**src/rtl/prog_clk_div.sv**
```systemverilog
// prog_clk_div: runtime-programmable clock divider with a registered,
// glitch-free divided clock, a rising-edge tick, enable/stop control and a
// shadowed divisor that only takes effect at a period boundary.
module prog_clk_div #(
    parameter int CNT_W       = 16,
    parameter int DEFAULT_DIV = 4
) (
    input  logic             i_clk,
    input  logic             i_rst_n,
    input  logic             i_en,
    input  logic [CNT_W-1:0] i_div,
    input  logic             i_load,
    output logic             o_gen_clk,
    output logic             o_tick,
    output logic             o_running
);

    typedef enum logic [1:0] {IDLE, HIGH, LOW} state_t;

    localparam logic [CNT_W-1:0] DEF_DIV = CNT_W'(DEFAULT_DIV);
    localparam logic [CNT_W-1:0] MIN_DIV = CNT_W'(2);
    localparam logic [CNT_W-1:0] ONE     = CNT_W'(1);

    state_t           state_q, state_d;
    logic [CNT_W-1:0] cnt_q, cnt_d;
    logic [CNT_W-1:0] active_q, active_d;
    logic [CNT_W-1:0] shadow_q, shadow_d;
    logic             gen_q, gen_d;
    logic             tick_q, tick_d;
    logic             run_q, run_d;

    // Ratio that would become active at a boundary taken on this edge. A load
    // strobe on the boundary edge wins over the held shadow value; ratios
    // below 2 are clamped here, when they become active.
    logic [CNT_W-1:0] nxt_src, nxt_div, nxt_h_m1, act_l_m1;

    // Boundary ratio selection and phase-length preloads
    always_comb begin
        nxt_src  = i_load ? i_div : shadow_q;
        nxt_div  = (nxt_src < MIN_DIV) ? MIN_DIV : nxt_src;
        // H-1 = ((N+1)>>1)-1 = (N-1)>>1 for N>=2; this form cannot overflow
        // even at N = 2^CNT_W-1.
        nxt_h_m1 = (nxt_div - ONE) >> 1;
        // L-1 = (N>>1)-1; active ratio is always >= 2 so L >= 1.
        act_l_m1 = (active_q >> 1) - ONE;
    end

    // Next-state and output logic for the IDLE/HIGH/LOW sequencer
    always_comb begin
        state_d  = state_q;
        cnt_d    = cnt_q;
        active_d = active_q;
        shadow_d = i_load ? i_div : shadow_q;
        gen_d    = gen_q;
        tick_d   = 1'b0;

        unique case (state_q)
            IDLE: begin
                gen_d = 1'b0;
                if (i_en) begin
                    state_d  = HIGH;
                    active_d = nxt_div;
                    cnt_d    = nxt_h_m1;
                    gen_d    = 1'b1;
                    tick_d   = 1'b1;
                end
            end
            HIGH: begin
                if (cnt_q == '0) begin
                    state_d = LOW;
                    cnt_d   = act_l_m1;
                    gen_d   = 1'b0;
                end else begin
                    cnt_d = cnt_q - ONE;
                    gen_d = 1'b1;
                end
            end
            LOW: begin
                if (cnt_q == '0) begin
                    if (i_en) begin
                        state_d  = HIGH;
                        active_d = nxt_div;
                        cnt_d    = nxt_h_m1;
                        gen_d    = 1'b1;
                        tick_d   = 1'b1;
                    end else begin
                        state_d = IDLE;
                        cnt_d   = '0;
                        gen_d   = 1'b0;
                    end
                end else begin
                    cnt_d = cnt_q - ONE;
                    gen_d = 1'b0;
                end
            end
            default: begin
                state_d = IDLE;
                cnt_d   = '0;
                gen_d   = 1'b0;
            end
        endcase

        run_d = (state_d != IDLE);
    end

    // State registers; every output is taken straight from a flop
    always_ff @(posedge i_clk) begin
        if (!i_rst_n) begin
            state_q  <= IDLE;
            cnt_q    <= '0;
            active_q <= DEF_DIV;
            shadow_q <= DEF_DIV;
            gen_q    <= 1'b0;
            tick_q   <= 1'b0;
            run_q    <= 1'b0;
        end else begin
            state_q  <= state_d;
            cnt_q    <= cnt_d;
            active_q <= active_d;
            shadow_q <= shadow_d;
            gen_q    <= gen_d;
            tick_q   <= tick_d;
            run_q    <= run_d;
        end
    end

    assign o_gen_clk = gen_q;
    assign o_tick    = tick_q;
    assign o_running = run_q;

endmodule

```
**config.mk**
```make
export PLATFORM = sky130hd
export DESIGN_NAME = prog_clk_div
export DESIGN_NICKNAME = d
export VERILOG_FILES = /design/src/rtl/prog_clk_div.sv
export SDC_FILE = /design/constraint.sdc
export NUM_CORES = 1
export LEC_CHECK = 0
export ABC_AREA = 1
export ABC_CLOCK_PERIOD_IN_PS = 6100
export BUFFER_PORTS_ARGS = -buffer_cell sky130_fd_sc_hd__buf_2
export CORE_ASPECT_RATIO = 0.5
export CORE_MARGIN = 2
export CORE_UTILIZATION = 65
export DETAILED_ROUTE_END_ITERATION = 8
export PLACE_DENSITY = 0.85
export SLEW_MARGIN = 25
export SYNTH_ARGS = -nofsm -noshare
export SYNTH_HDL_FRONTEND = slang
export SYNTH_SLANG_ARGS = --single-unit
export TNS_END_PERCENT = 20
```
**constraint.sdc**
```tcl
create_clock -name i_clk -period 6.1 [get_ports i_clk]
set_input_delay 1.22 -clock i_clk [delete_from_list [all_inputs] [get_ports i_clk]]
set_output_delay 1.22 -clock i_clk [all_outputs]
set_load 0.02 [all_outputs]
```
# --- Word-level counts from Yosys, hierarchy flattened ---
# Index checks and enable logic that the tools add are counted.
word_totals:
  register_bits: 53
  output_inout_bits: 3
  in_bits: 20
classes:
  reduce_logical: 5
  order_cmp: 1
  n_eq_ne: 4
  addsub: 3
  mux: 20
ops:
  columns: ["op", "n"]
  rows:
  - ["16-bit two-way mux", 7]
  - ["16-bit one-hot mux with 3 select lines", 1]
  - ["16-bit one-hot mux with 2 select lines", 1]
  - ["16-bit by 1-bit subtractor with 16-bit output (second input constant)", 2]
  - ["16-bit logical NOT", 1]
  - ["16-bit by 2-bit < comparator with 1-bit output (second input constant)", 1]
  - ["15-bit by 1-bit subtractor with 16-bit output (second input constant)", 1]
  - ["15-bit two-way mux", 1]
  - ["2-bit two-way mux", 3]
  - ["2-bit one-hot mux with 3 select lines", 1]
  - ["1-bit two-way mux", 4]
  - ["2-bit inequality test (second input constant)", 2]
  - ["2-bit nonzero test", 2]
  - ["1-bit one-hot mux with 3 select lines", 1]
  - ["2-bit by 1-bit equality test with 1-bit output (second input constant)", 1]
  - ["2-bit equality test (second input constant)", 1]
  - ["2-bit logical NOT", 1]
  - ["1-bit one-hot mux with 2 select lines", 1]
  - ["2-bit AND reduction", 1]

# --- Longest topological paths before layout ---
depth:
  word_depth: 7
  depth_mapped: 24

# --- Worst setup path before layout ---
# OpenSTA, ideal clock, no wires.
synth_path:
  path_kind: "input port to flip-flop"
  start: "in i_load"
  end: "reg cnt_q[13]"
  setup_slack_ps: 2825
  arrival_ps: 3209
  t_required_ps: 6034
  path_buffers: 2
  stages: 23
  cell_sequence: "buf_6 > inv_8 > buf_12 > nand2_1 > nand2_1 > nor2_1 > nand2_1 > nor2_2 > nand2_4 > nand2_1 > ha_1 > inv_1 > nor2_4 > nand2_2 > nor2_2 > nand2_1 > nor3_2 > nand2_1 > a21oi_1 > o21ai_1 > nand3_1 > nand2_1 > a21oi_2"
synth_via:
  elab_chain_len: 7
synth_rtl:
  columns: ["element", "line_no", "rtl"]
  rows:
  - ["start, declared", "12", "input logic i_load,"]
  - ["16-bit two-way mux *", null, null]
  - ["16-bit by 2-bit < comparator with 1-bit output", "40", "nxt_div = (nxt_src < MIN_DIV) ? MIN_DIV : nxt_src;"]
  - ["16-bit two-way mux *", "40", null]
  - ["16-bit by 1-bit subtractor with 16-bit output *", "43", "nxt_h_m1 = (nxt_div - ONE) >> 1;"]
  - ["15-bit two-way mux", "80", "if (i_en) begin"]
  - ["16-bit two-way mux", "79", "if (cnt_q == '0) begin"]
  - ["16-bit one-hot mux with 3 select lines *", "57", "unique case (state_q)"]
  - ["end signal, assigned", "118", "cnt_q <= cnt_d;"]
  - ["end, declared", "25", "logic [CNT_W-1:0] cnt_q, cnt_d;"]
# Mark *: on every way between the ends. The rest lies on a longest branch, timed or not. The select of a mux whose other input is x is not followed.
# A chain may end at the register's enable or synchronous reset.

# --- Final worst setup path ---
layout_path:
  start: "in i_load"
  end: "reg cnt_q[7]"
# Same word-level chain as after synthesis.

==> impl_metrics.py <==
metrics = {
    "outcome": {
        "status": "finished clean",
    },
    "routing": {
        "routed_wirelength_um": 8420,
        "num_vias": 3328,
        "drtIter0Drc": 401,
        "vias_per_cell": 5.46,
        "drcViolationCount": 0,
        "firstDrtPassIters": 5,
        "wl_per_cell_um": 13.8,
        "ant_nets": 0,
    },
    "sta": {
        "hold_violations": 0,
        "setup_viol": 0,
        "max_slew_margin_pct": 54.2,
        "slew_viol_final": 0,
        "rsz0062_at_grt": "no",
        "fmaxAchievable_mhz": 282,
        "finalCriticalPeriod_ns": 3.55,
        "tns_ns": 0,
        "worst_pin_slew_ns": 0.686,
        "skew_ns": 0.00723,
        "timing.final.crit_share_pct": 58.2,
    },
    "job": {
        "cap_violations": 0,
    },
    "logic_synthesis": {
        "synthArstFlopShare_pct": 0,
        "synth-edff-count": 0,
        "synth_seq_cells": 52,
        "synth-adder-area-share_pct": 1.12,
        "muxShareOfSynthArea_pct": 0,
        "synth-xor-area-share_pct": 5.22,
        "syn_area_um2": 3350,
        "synth-compound-area-share_pct": 15.4,
        "synth-simple-area-share_pct": 37.3,
        "synthCells": 520,
        "ys_warn_count": 0,
        "synth_ff_type": "dfxtp_1",
        "synth_top_family_by_area": "simple AND/OR/NAND/NOR gates",
        "syn-num-nets": 543,
        "seq_area_frac_synth_pct": 31.0,
        "syn_avg_cell_area_um2": 6.45,
        "synthDistinctLibCells": 39,
    },
    "critical_path": {
        "critPathArrivalTime_ns": 3.72,
        "slowest_delay_ns": 0.30,
        "crit_required_ns": 6.27,
        "timing.rr.start": "cnt_q[0]",
        "cp_cell_sequence": "buf_2, inv_8, nand2_1, nand2_1, nor2_1, nand2_1, nor2_2, nand2_4, nand2_1, ha_1, inv_1, nor2_4, nand2_2, nor2_2, nand3_1, o21ai_0, a21oi_1, o21ai_0, a21oi_1",
        "cp_max_fo": 17,
        "cpMostUsedCell": "nand2_1",
        "worstSetupEndpointType": "flip-flop",
        "startpoint_type": "input port",
        "crit_slowest_cell": "buf_2",
        "path_class": "input port to flip-flop",
        "crit_start": "i_load",
    },
    "die": {
        "ios": 23,
        "start_util_pct": 67.7,
        "die_h_um": 54.8,
        "dieArea_um2": 5790,
        "chipWidth_um": 106,
        "core_area_um2": 4950,
        "rows": 18,
    },
    "global_routing": {
        "first_global_vias": 2790,
        "grt_pass1_wl_um": 13600,
        "overflow": 0,
        "grtUsageTotal_pct": 30.9,
        "grt_max_degree": 38,
        "antenna_found_initial": 0,
    },
    "pwr": {
        "p_leak_nw": 1.65,
        "powerDensity_nw_per_um2": 427,
        "peakVddDrop_mv": 0.247,
    },
    "cts": {
        "cts_max_path_buffers": 2,
        "clk_latency_ns": 0.31,
        "clockRootBuffer": "clkbuf_8",
        "path_clk_slew_ns": 0.09,
        "cts_made_buffers": 5,
        "post_cts_resized": 0,
        "cts.sink_count": 52,
        "holdBufCountCts": 0,
        "post_cts_buffers": 0,
        "cts_htree_levels": 2,
        "cts_tree": "built",
    },
    "hold_path": {
        "min_from": "cnt_q[1]",
        "hp-class": "flip-flop to flip-flop",
    },
    "finish": {
        "drive_gt1_share_pct": 13.2,
        "final_area_um2": 3570,
        "fill_cells": 426,
        "num_antenna_cells": 0,
        "final_util_pct": 72.0,
        "nets": 561,
        "areaGrowthSynthToFinish_pct": 6.42,
    },
    "placed_design": {
        "gp_congestion": 0.976,
        "io_buffers": 22,
        "hpwl_um": 6360,
        "post_dp_cell_area_um2": 3480,
    },
}
-- metal layers --
| metal | vias up | part of all wire, % | track usage (%) |
|---|---|---|---|
| li1 | 1703 | - | - |
| met1 | 1441 | 50 | 46.0 |
| met2 | 175 | 38 | 45.6 |
| met3 | 9 | 11 | 7.62 |
| met4 | 0 | 0.76 | 5.04 |
| met5 | - | 0 | 0 |
-- metrics by stage --
step | hold WS [ns] | setup WS [ns] | power, mW | instances
after global routing | 0.532 | 2.19 | 1.66 | 609
after global placement | 0.469 | 2.40 | 1.29 | 601
after CTS | 0.484 | 2.62 | 1.50 | 609
after floorplan | 0.454 | 2.82 | 1.12 | 520
after detailed placement | 0.470 | 2.30 | 1.30 | 601
final | 0.481 | 2.55 | 1.53 | 609
-- Yosys cell counts, drive strengths merged (2+ instances only) --
master | number | area, µm²
xnor2 | 7 | 61.3
nor3 | 11 | 75.1
dfxtp | 52 | 1040
o21ai | 41 | 213
inv | 66 | 255
nand4 | 6 | 52.6
nor2 | 80 | 338
o221ai | 2 | 17.5
ha | 3 | 37.5
or2 | 5 | 31.3
nand3 | 32 | 165
clkbuf | 3 | 11.3
xor2 | 13 | 114
nor4 | 2 | 12.5
a21oi | 44 | 235
o32ai | 2 | 17.5
buf | 9 | 67.6
nand2 | 137 | 569
-- logic make-up (layout without fill, tap and decap cells) --
logic type,after synthesis,count (layout)
adder cells (fa/ha/maj),3,3
AND/OR/NAND/NOR,274,274
AO/OA/AOI/OAI,93,93
XOR/XNOR,20,20
buffers and inverters,78,97
flip-flops,52,52
-- flip-flops by register name, indices dropped and copies added, names as in the netlist --
register	flops
cnt_q	16
active_q	15
o_tick	1
o_running	1
shadow_q	16
state_q	2
o_gen_clk	1
-- power breakdown --
part           switching, mW  total, mW  internal (mW)
clock network          0.119      0.201         0.0819
logic                  0.543      0.830          0.287
registers             0.0783      0.494          0.416
total                  0.740       1.53          0.785
-- placed cells by master, fill, tap and decap left out, types with 2 or more instances in the layout --
master,instances
nand2_1,123
nor2_1,71
inv_1,63
dfxtp_1,52
a21oi_1,40
o21ai_0,33
nand3_1,31
buf_2,22
xor2_1,13
nand2_2,10
nor3_1,7
xnor2_1,7
nor2_2,6
o21ai_1,6
nand4_1,5
clkbuf_8,5
nand2_4,4
nor3_2,4
a21oi_2,4
nor2_4,3
or2_2,3
ha_1,3
o21ai_2,2
or2_1,2
inv_2,2
nor4_1,2
o32ai_1,2
o221ai_1,2
-- critical path, delay by kind of cell --
| family | cells | cell delay [ns] |
|---|---|---|
| and+or+nand+nor | 11 | 1.21 |
| buffers and inverters | 3 | 0.49 |
| adders and majority gates | 1 | 0.17 |
| AOI/OAI and AO/OA | 4 | 0.60 |
-- final timing paths --
path / to / slack (ns) / cells past startpoint
setup / recovery: cnt_q[7] / 2.55 / 19
hold / removal: cnt_q[1] / 0.48 / 2
setup reg to reg: cnt_q[3] / 3.48 / 10
hold reg to reg: cnt_q[1] / 0.48 / 2
-- final cells by class --
type                    count  area, µm²  share of cell area [%]
clock buffers               6       72.6                    2.03
clock inverters             2       16.3                   0.456
flip-flops and latches     52       1040                    29.2
inverters                  66        255                    7.15
multi-input cells         390       1980                    55.5
repair buffers             23        118                    3.29
well taps                  70       87.6                    2.45
(Power assumes the default switching activity.)
